**config.mk**
```make
export PLATFORM = sky130hd
export DESIGN_NAME = icache_ro
export DESIGN_NICKNAME = d
export VERILOG_FILES = /design/src/rtl/icache_ro.sv
export SDC_FILE = /design/constraint.sdc
export NUM_CORES = 1
export LEC_CHECK = 0
export CAP_MARGIN = 20
export CORE_MARGIN = 2
export CORE_UTILIZATION = 55
export CTS_CLUSTER_SIZE = 28
export DETAILED_ROUTE_END_ITERATION = 6
export DONT_BUFFER_PORTS = 1
export HOLD_SLACK_MARGIN = 0.15
export PLACE_DENSITY = 0.72
export SYNTH_ARGS = -nofsm -noshare
export SYNTH_HDL_FRONTEND = slang
export SYNTH_SLANG_ARGS = --single-unit
```
**constraint.sdc**
```tcl
create_clock -name clk -period 19.3 [get_ports clk]
set_clock_uncertainty 0.05 [all_clocks]
set_input_delay 2.895 -clock clk [delete_from_list [all_inputs] [get_ports clk]]
set_output_delay 2.895 -clock clk [all_outputs]
set_load 0.1 [all_outputs]
```
**src/rtl/icache_ro.sv**
```systemverilog
// Read-only direct-mapped instruction cache with 128-bit line refills over a mem_read/mem_ready handshake.
// Optional hit/miss counters are enabled by defining ICACHE_PERF_EN.
module icache_ro #(
  parameter int NUM_BLOCKS = 8
) (
  input  logic         clk,
  input  logic         rst_n,
  input  logic         proc_read,
  input  logic [29:0]  proc_addr,
  output logic [31:0]  proc_rdata,
  output logic         proc_stall,
  output logic         mem_read,
  output logic [27:0]  mem_addr,
  input  logic [127:0] mem_rdata,
  input  logic         mem_ready
`ifdef ICACHE_PERF_EN
  ,
  output logic [31:0]  hit_cnt,
  output logic [31:0]  miss_cnt
`endif
);

  localparam int IDX   = $clog2(NUM_BLOCKS);
  localparam int TAG_W = 28 - IDX;

  typedef enum logic {
    IDLE,
    REFILL
  } state_t;

  state_t              state_reg, state_next;
  logic                mem_read_reg, mem_read_next;
  logic [27:0]         mem_addr_reg, mem_addr_next;

  logic [NUM_BLOCKS-1:0] valid_reg;
  logic [TAG_W-1:0]    tag_mem  [NUM_BLOCKS];
  logic [127:0]        data_mem [NUM_BLOCKS];

  logic [IDX-1:0]      idx;
  logic [TAG_W-1:0]    req_tag;
  logic [127:0]        line;
  logic                hit;
  logic                fill_en;
  logic [IDX-1:0]      fill_idx;

  assign idx      = proc_addr[IDX+1:2];
  assign req_tag  = proc_addr[29:IDX+2];
  assign line     = data_mem[idx];
  assign hit      = proc_read & valid_reg[idx] & (tag_mem[idx] == req_tag);
  // A reset arriving together with mem_ready abandons the refill, so the fill is gated by rst_n.
  assign fill_en  = (state_reg == REFILL) & mem_ready & rst_n;
  assign fill_idx = mem_addr_reg[IDX-1:0];

  assign mem_read = mem_read_reg;
  assign mem_addr = mem_addr_reg;

  always_comb begin
    state_next    = state_reg;
    mem_read_next = mem_read_reg;
    mem_addr_next = mem_addr_reg;
    proc_stall    = 1'b0;
    proc_rdata    = 32'h0;
    case (state_reg)
      IDLE: begin
        if (proc_read && !hit) begin
          proc_stall    = 1'b1;
          state_next    = REFILL;
          mem_read_next = 1'b1;
          mem_addr_next = proc_addr[29:2];
        end else if (hit) begin
          proc_rdata = line[{proc_addr[1:0], 5'd0} +: 32];
        end
      end
      REFILL: begin
        proc_stall = 1'b1;
        if (mem_ready) begin
          state_next    = IDLE;
          mem_read_next = 1'b0;
        end
      end
      default: state_next = IDLE;
    endcase
  end

  always_ff @(posedge clk) begin
    if (!rst_n) begin
      state_reg    <= IDLE;
      mem_read_reg <= 1'b0;
      mem_addr_reg <= 28'h0;
    end else begin
      state_reg    <= state_next;
      mem_read_reg <= mem_read_next;
      mem_addr_reg <= mem_addr_next;
    end
  end

  genvar gi;
  generate
    for (gi = 0; gi < NUM_BLOCKS; gi++) begin : g_valid
      always_ff @(posedge clk) begin
        if (!rst_n) begin
          valid_reg[gi] <= 1'b0;
        end else if (fill_en && (fill_idx == IDX'(gi))) begin
          valid_reg[gi] <= 1'b1;
        end
      end
    end
  endgenerate

  // Tag and data storage are intentionally left unreset; the valid bits guard them.
  always_ff @(posedge clk) begin
    if (fill_en) begin
      data_mem[fill_idx] <= mem_rdata;
      tag_mem[fill_idx]  <= mem_addr_reg[27:IDX];
    end
  end

`ifdef ICACHE_PERF_EN
  logic [31:0] hit_cnt_reg;
  logic [31:0] miss_cnt_reg;

  always_ff @(posedge clk) begin
    if (!rst_n) begin
      hit_cnt_reg  <= 32'h0;
      miss_cnt_reg <= 32'h0;
    end else begin
      if (state_reg == IDLE && hit) begin
        hit_cnt_reg <= hit_cnt_reg + 32'd1;
      end
      if (state_reg == IDLE && state_next == REFILL) begin
        miss_cnt_reg <= miss_cnt_reg + 32'd1;
      end
    end
  end

  assign hit_cnt  = hit_cnt_reg;
  assign miss_cnt = miss_cnt_reg;
`endif

endmodule

```
==> flow_summary.ini <==
[logic_synthesis]
synth_compound_area_share_pct = 0.726
synth-edff-count = 1224
synth_area_leaders = edfxtp_1, mux4_2, mux2i_1
synth_xor_xnor_area_share_pct = 0.291
ys_types = 40
synth_seq_cells = 1262
syn_nets = 2200
async_reset_ff_share_pct = 0
synthCells = 2038
synth_ff_type = edfxtp_1
synth_mux_area_share_pct = 18.8
yosys.area.top_type_share_pct = 76.2
ys_warn_count = 0
avgSynthCellArea_sq_um = 23.7
synth-seq-area-share_pct = 77.8
synth_top_cell_by_area = edfxtp_1
synth-simple-area-share_pct = 1.27
synthesis.area_sq_um = 48200
synth_top_family_by_area = multiplexers
synthAdderAreaFrac_pct = 0

[drt]
wl_per_cell_microns = 29.5
drtPass1Iterations = 7
num_vias = 20900
wirelength_microns = 99500
route.detailed.drc = 0
drtIter0Drc = 2041
postRouteAntennaNets = 0
vias_per_cell = 6.21

[die]
rows = 108
start_util_pct = 55.5
die_h_microns = 300
die-area_sq_um = 90100
core_sq_um = 86900
die_x_microns = 300
ios = 224

[sta]
period_share_pct = 51.1
finalSetupTns_ns = 0
max_freq_mhz = 101
rsz0062_at_grt = false
maxSlewViolCount = 0
period_needed_ns = 9.86
tightest_slew_ns = 1.35
setup_viol = 0
slew_headroom_pct = 9.86
hold_viol = 0

[clocking]
cts_buffer_depth = 3
cts-htree-levels = 3
cts_setup_buffers = 0
path_clk_slew_ns = 0.06
clock_latency_ns = 0.69
cts_root_buf = clkbuf_16
cts-resized-gates = 0
cts_buffers = 121
cts_hold_buf = 0
cts_sinks = 1262
cts_tree = done

[grt]
grt_pass1_vias = 22500
grt-ovfl-total = 0
grt_max_degree = 296
track_usage_pct = 22.4
antenna_found_initial = 1
grt_pass1_wl_microns = 147000

[place]
hpwl_microns = 52300
gp_congestion = 0.755
numPortBuffers = 0
dp_cells = 3130

[finish]
layout.nets = 2272
drive_gt1_share_pct = 28.1
synthToLayoutAreaGrowth_pct = 11.4
instances_no_fill = 3370
largest_reg_flops = 1024

[job]
drv_cap = 0

[worst_setup_path]
path_max_fanout = 295
worst_ep_required_time_ns = 16.36
start_kind = input port
arrival_ns = 6.92
end_kind = output pin
critical_path_class = input port to output pin

[power_and_ir_drop]
power_density_nw_per_um2 = 102
p_leak_nw = 17.0
total_power_mw = 5.46
peakVddDrop_uv = 97.8

[worst_hold_path]
hp-class = flip-flop to flip-flop

[outcome]
outcome = completed
==> where the power goes <==
| group | switching, mW | leakage (nW) | internal (mW) |
|---|---|---|---|
| logic | 0.0866 | 3.67 | 0.110 |
| registers | 0.0164 | 11.5 | 3.02 |
| clock network | 0.952 | 1.85 | 1.27 |
| total | 1.05 | 17.0 | 4.41 |
==> cell families (layout without fill, tap and decap cells) <==
logic type | count (synthesis) | count (layout)
XOR/XNOR | 16 | 16
buffers and inverters | 111 | 287
AO/OA/AOI/OAI | 46 | 46
other | 0 | 1
flip-flops | 1262 | 1262
AND/OR/NAND/NOR | 135 | 135
multiplexers | 468 | 468
==> synth_stat cells, drive strengths merged, types with 2 or more instances <==
cell type	count
nor4	3
mux2	8
o22ai	3
and3	2
clkbuf	32
inv	3
a22oi	2
buf	76
a221oi	2
o21a	10
edfxtp	1224
xor2	16
a22o	14
dfxtp	38
nand2	60
mux4	350
nand2b	4
mux2i	110
nor3	3
nand4	7
nor2b	4
or3	7
nor2	41
o21ai	8
==> per-stage QoR <==
| step | cell area (sq um) | hold slack, ns | utilization [%] | setup WS [ns] |
|---|---|---|---|---|
| after floorplan | 48200 | 0.385 | - | 4.88 |
| after global placement | 49600 | 0.391 | 57.1 | 10.20 |
| after detailed placement | 49700 | 0.404 | 57.2 | 10.09 |
| after CTS | 53500 | 0.418 | 61.6 | 10.11 |
| after global routing | 53700 | 0.433 | 61.9 | 10.02 |
| final | 53700 | 0.413 | 61.9 | 9.44 |
==> worst max-delay path, stage by stage <==
cell	delay, ns
mux4_2	0.90
mux2i_1	0.21
xor2_1	0.19
nand3_1	0.14
nor3_1	0.42
nand4_1	0.15
buf_4	0.37
nor2_2	0.95
==> cell type report <==
class,instances,area [sq um]
Multi-Input combinational cell,665,10300
Inverter,3,11.3
Clock inverter,54,359
Tap cell,1155,1450
Antenna cell,1,2.50
Fill cell,5789,33100
Clock buffer,173,3410
Sequential cell,1262,37500
Timing Repair Buffer,57,676
==> metal layers <==
metal  global-route usage, %  part of all wire (%)
met5                       0                     0
met4                    7.71                   3.2
met3                    5.37                   7.2
met2                    38.3                    52
met1                    28.5                    38
==> placed cells by master, fill, tap and decap left out, drive strengths merged, types with 14 or more instances in the layout <==
cell type and instances:
mux2i 110, edfxtp 1224, nand2 60, clkinv 49, buf 55, xor2 16, a22o 14, nor2 41
mux4 350, clkbuf 175, dfxtp 38
==> worst paths after layout <==
check	startpoint	endpoint	slack [ns]	depth (start not counted)
min	valid_reg[2]	valid_reg[2]	0.41	1
max	proc_addr[2]	proc_rdata[1]	9.44	8
min reg2reg	valid_reg[2]	valid_reg[2]	0.41	1
max reg2reg	mem_addr[2]	data_mem[5][67]	14.11	5
No activity file was read; power rests on OpenSTA's default activity.
